### src/rtl/clk_div_prog.sv
// Programmable clock-enable / square-wave divider with exact N-cycle period,
// pending-divisor staging applied only at a period boundary or phase restart.
module clk_div_prog #(
   parameter int               WIDTH       = 32,
   parameter logic [WIDTH-1:0] DEFAULT_DIV = WIDTH'(50_000),
   parameter logic [WIDTH-1:0] MIN_DIV     = WIDTH'(2)
) (
   input  logic             clk,
   input  logic             rst_n,
   input  logic             en,
   input  logic             sync,
   input  logic [WIDTH-1:0] div_in,
   input  logic             div_load,
   output logic             tick_o,
   output logic             clk_o,
   output logic [WIDTH-1:0] div_o,
   output logic             pend_o
);

   logic [WIDTH-1:0] cnt_q, cnt_nxt;
   logic [WIDTH-1:0] div_q, div_nxt;
   logic [WIDTH-1:0] pval_q, pval_nxt;
   logic             pend_q, pend_nxt;
   logic             tick_q, tick_nxt;
   logic             clk_q, clk_nxt;
   logic [WIDTH-1:0] load_val;
   logic [WIDTH-1:0] new_div;
   logic [WIDTH-1:0] half_nxt;
   logic             wrap;
   logic             apply_div;

   always_ff @(posedge clk or negedge rst_n) begin
      if (!rst_n) begin
         cnt_q  <= '0;
         div_q  <= DEFAULT_DIV;
         pval_q <= '0;
         pend_q <= 1'b0;
         tick_q <= 1'b0;
         clk_q  <= 1'b0;
      end else begin
         cnt_q  <= cnt_nxt;
         div_q  <= div_nxt;
         pval_q <= pval_nxt;
         pend_q <= pend_nxt;
         tick_q <= tick_nxt;
         clk_q  <= clk_nxt;
      end
   end

   always_comb begin
      load_val  = (div_in < MIN_DIV) ? MIN_DIV : div_in;
      wrap      = en && (cnt_q == div_q - WIDTH'(1));
      // A same-cycle load supersedes whatever is already pending.
      new_div   = div_load ? load_val : pval_q;
      apply_div = (sync || wrap) && (pend_q || div_load);

      cnt_nxt   = cnt_q;
      div_nxt   = div_q;
      pval_nxt  = pval_q;
      pend_nxt  = pend_q;

      if (div_load) begin
         pval_nxt = load_val;
         pend_nxt = 1'b1;
      end
      if (apply_div) begin
         div_nxt  = new_div;
         pend_nxt = 1'b0;
      end

      if (sync || wrap)
         cnt_nxt = '0;
      else if (en)
         cnt_nxt = cnt_q + WIDTH'(1);

      // Outputs are decoded from the next state so they line up with cnt.
      half_nxt = div_nxt - (div_nxt >> 1);
      clk_nxt  = (cnt_nxt >= half_nxt);
      tick_nxt = (cnt_nxt == div_nxt - WIDTH'(1));
   end

   // tick is suppressed in any cycle the counter is frozen.
   assign tick_o = tick_q & en;
   assign clk_o  = clk_q;
   assign div_o  = div_q;
   assign pend_o = pend_q;

endmodule
### config.mk
export PLATFORM = sky130hd
export DESIGN_NAME = clk_div_prog
export DESIGN_NICKNAME = d
export VERILOG_FILES = /design/src/rtl/clk_div_prog.sv
export SDC_FILE = /design/constraint.sdc
export NUM_CORES = 1
export LEC_CHECK = 0
export CAP_MARGIN = 10
export CORE_ASPECT_RATIO = 1.5
export CORE_MARGIN = 8
export CORE_UTILIZATION = 59
export DETAILED_ROUTE_END_ITERATION = 10
export DONT_BUFFER_PORTS = 1
export PLACE_DENSITY = 0.78
export SLEW_MARGIN = 10
export SYNTH_ARGS = -nofsm -noshare
export SYNTH_HDL_FRONTEND = slang
export SYNTH_SLANG_ARGS = --single-unit
### constraint.sdc
create_clock -name clk -period 7.1 [get_ports clk]
set_clock_uncertainty 0.2 [all_clocks]
set_input_delay 0.71 -clock clk [delete_from_list [all_inputs] [get_ports clk]]
set_output_delay 0.71 -clock clk [all_outputs]
set_load 0.01 [all_outputs]
==> results.sh <==
export IMPL_fin_cells=1387
export IMPL_seq_area_frac_synth=0.279
export IMPL_cp_arrival_ns=7.97
export IMPL_synthToLayoutAreaGrowth_pct=28.6
export IMPL_fmax_ghz=0.127
export IMPL_top_usage_layer="met2"
export IMPL_grt_use_met1=0.339
export IMPL_antenna_found_initial=0
export IMPL_dr_pass1_iters=5
export IMPL_clk_latency_ns=0.36
export IMPL_ff_latch_area_sq_um=2490
export IMPL_cts_buffers=9
export IMPL_ff2ff_path_depth=33
export IMPL_startpoint_type="register"
export IMPL_synth_fp_nets=1122
export IMPL_dp_hpwl_microns=24200
export IMPL_grtUsageTotal=0.341
export IMPL_rows=55
export IMPL_postSynthAreaPerCell_sq_um=9.05
export IMPL_timing_rr_start="div_o[1]"
export IMPL_min_path_type="input port to async pin"
export IMPL_cts_tree="yes"
export IMPL_ant_nets=0
export IMPL_pin_count=72
export IMPL_clk_pin_slew_worst_paths_ns=0.09
export IMPL_cpPeakStageDelay_ns=0.47
export IMPL_path_depth=33
export IMPL_clock_path_buffers=2
export IMPL_n_antenna_cell=0
export IMPL_synth_common_cells="ha_1 (99), dfrtp_1 (93), nor2_1 (91)"
export IMPL_layout_drive_gt1_share=0.295
export IMPL_netlist_area_leader_share=0.261
export IMPL_power_leakage_nw=5.14
export IMPL_post_route_period_util=1.11
export IMPL_reg2reg_slack_ns=-0.79
export IMPL_first_iter_violations=708
export IMPL_synthCells=985
export IMPL_start_util=0.597
export IMPL_cp_end_kind="register"
export IMPL_totalWireLength_microns=33100
export IMPL_wl_per_cell_microns=23.9
export IMPL_ys_warnings_count=0
export IMPL_max_cap_violations=0
export IMPL_critical_path_startpoint="div_o[1]"
export IMPL_grt_max_degree=95
export IMPL_die_h_microns=167
export IMPL_place_gp_congestion=1.11
export IMPL_holdWs_ns=0.0616
export IMPL_core_sq_um=14900
export IMPL_gr_total_overflow=0
export IMPL_ir_drop_uv=232
export IMPL_nets=1320
export IMPL_cts_sinks=99
export IMPL_status="complete, but fails checks"
export IMPL_criticalPathCategory="register to register"
export IMPL_relSlewSlack=0.436
export IMPL_fill_cells=1000
export IMPL_synth_cell_types=78
export IMPL_grt_pass1_wl_microns=49500
export IMPL_setup_viol=1
export IMPL_dpl_cell_count=1353
export IMPL_ys_seq_elements=99
export IMPL_post_synth_top_count_cell="ha_1"
export IMPL_rsz0062_at_grt="yes"
export IMPL_via_count=8640
export IMPL_crit_fanout=7
export IMPL_crit_end="clk_o"
export IMPL_r2r_end="clk_o"
export IMPL_final_max_slew_viol_count=0
export IMPL_synth_top_flop_cell="dfrtp_1"
export IMPL_cpMostUsedCell="a31oi_4"
export IMPL_pwr_density_cell_nw_per_um2=264
export IMPL_fin_ws_ns=-0.791
export IMPL_dieArea_sq_um=19400
export IMPL_synth_edf_count=0
export IMPL_path_buf_inv=4
export IMPL_finalCriticalPeriod_ns=7.89
export IMPL_grtUsageMet3=0.0829
export IMPL_multi_input_area_sq_um=6520
export IMPL_vias_per_cell=6.23
export IMPL_async_flop_share=1.00
export IMPL_worstMarginPinSlew_ns=0.839
export IMPL_portBuffers=0
export IMPL_h_tree_depth=3
export IMPL_die_x_microns=116
export IMPL_final_util=0.768
export IMPL_synth_area_leaders="dfrtp_1 (26%), ha_1 (14%), xnor2_1 (8.3%)"
export IMPL_synth_top_cell_by_area="dfrtp_1"
export IMPL_first_global_vias=8959
export IMPL_violations="setup timing"
export IMPL_use_met2=0.581
export IMPL_synth_area_sq_um=8920
export IMPL_cts_root_buf="clkbuf_16"
export IMPL_crit_family="compound AO/OA/AOI/OAI gates"
export IMPL_cp_required_ns=7.18
export IMPL_drc_errors=0
export IMPL_hold_viol=0
export IMPL_crit_slowest_cell="or4_4"
export IMPL_power_total_mw=3.03
==> worst reg2reg max path: cells and delay by family, from the launching register on <==
kind	cells	cell delay, ns
AO/OA/AOI/OAI	16	3.10
XOR/XNOR	1	0.16
adder cells (fa/ha/maj)	3	0.78
buffers and inverters	4	0.56
flip-flops	1	0.40
multiplexers	1	0.31
AND/OR/NAND/NOR	8	2.30
==> cell families (layout without fill, tap and decap cells) <==
logic type / count (synthesis) / after routing / synth area share
buffers and inverters: 97 / 300 / 0.0481
AO/OA/AOI/OAI: 151 / 151 / 0.113
flip-flops: 99 / 99 / 0.279
adder cells (fa/ha/maj): 100 / 100 / 0.141
XOR/XNOR: 140 / 140 / 0.141
AND/OR/NAND/NOR: 336 / 336 / 0.203
multiplexers: 62 / 62 / 0.0756
==> repair_timing <==
item | 4_1_cts | 5_1_grt
hold buffers | 2 | 0
pin swaps | 34 | 6
endpoints found under the setup margin | 1 | 2
setup buffers | 12 | 4
cloned | 0 | 0
hold endpoints to repair | 94 | 0
gates resized for setup | 46 | 19
==> final cells by class <==
type,instances,share of cell area
clock buffers,10,0.0208
clock inverters,6,0.00480
inverters,72,0.0238
multi-input cells,789,0.568
flip-flops and latches,99,0.217
well taps,199,0.0217
repair buffers,212,0.143
==> state kept, by name, indices dropped and copies added (netlist names) <==
| register | count |
|---|---|
| tick_q | 1 |
| pval_q | 32 |
| clk_o | 1 |
| cnt_q | 32 |
| pend_o | 1 |
| div_o | 32 |
==> layout by cell type (no fill, tap or decap), types with 8 or more instances in the layout <==
cell,n
mux2i_1,22
a21oi_1,42
nor3_1,27
xnor2_1,83
nor2b_1,16
xor2_1,54
dfrtp_1,91
a21o_1,9
nand2_1,35
mux2_2,34
or3_1,8
nand2b_1,17
nand4_1,31
ha_1,88
o21ai_0,25
nand3_1,24
buf_4,204
ha_4,8
clkbuf_16,9
nor4_1,13
inv_1,69
nor2_1,88
==> through the flow <==
| stage | setup TNS [ns] | area, sq um | setup slack (ns) |
|---|---|---|---|
| 2_1_floorplan | -0.420 | 9120 | -0.420 |
| 3_3_place_gp | -0.564 | 10700 | -0.564 |
| 3_5_place_dp | -0.959 | 10700 | -0.959 |
| 4_1_cts | -0.478 | 11300 | -0.478 |
| 5_1_grt | -1.06 | 11500 | -1.06 |
| 6_report | -0.791 | 11500 | -0.791 |
==> worst min path at each step <==
| stage | from | end | depth (start not counted) |
|---|---|---|---|
| finish | rst_n | cnt_q[0] | 1 |
| global route | rst_n | cnt_q[0] | 1 |
| CTS | rst_n | cnt_q[15] | 1 |
| detailed placement | rst_n | cnt_q[17] | 0 |
| global placement | rst_n | cnt_q[17] | 0 |
| floorplan | rst_n | clk_o | 0 |
==> report_power, final <==
group	internal, mW	switching [mW]
logic	0.862	0.991
clock network	0.255	0.253
registers	0.623	0.0424
==> per-layer routing <==
| layer | share of wire | vias up |
|---|---|---|
| met3 | 0.075 | 173 |
| met2 | 0.49 | 465 |
| met4 | 0.098 | 0 |
| met1 | 0.34 | 4116 |
| met5 | 0 | - |
| li1 | - | 3886 |
Note: power is estimated with default switching activity, not from simulation.
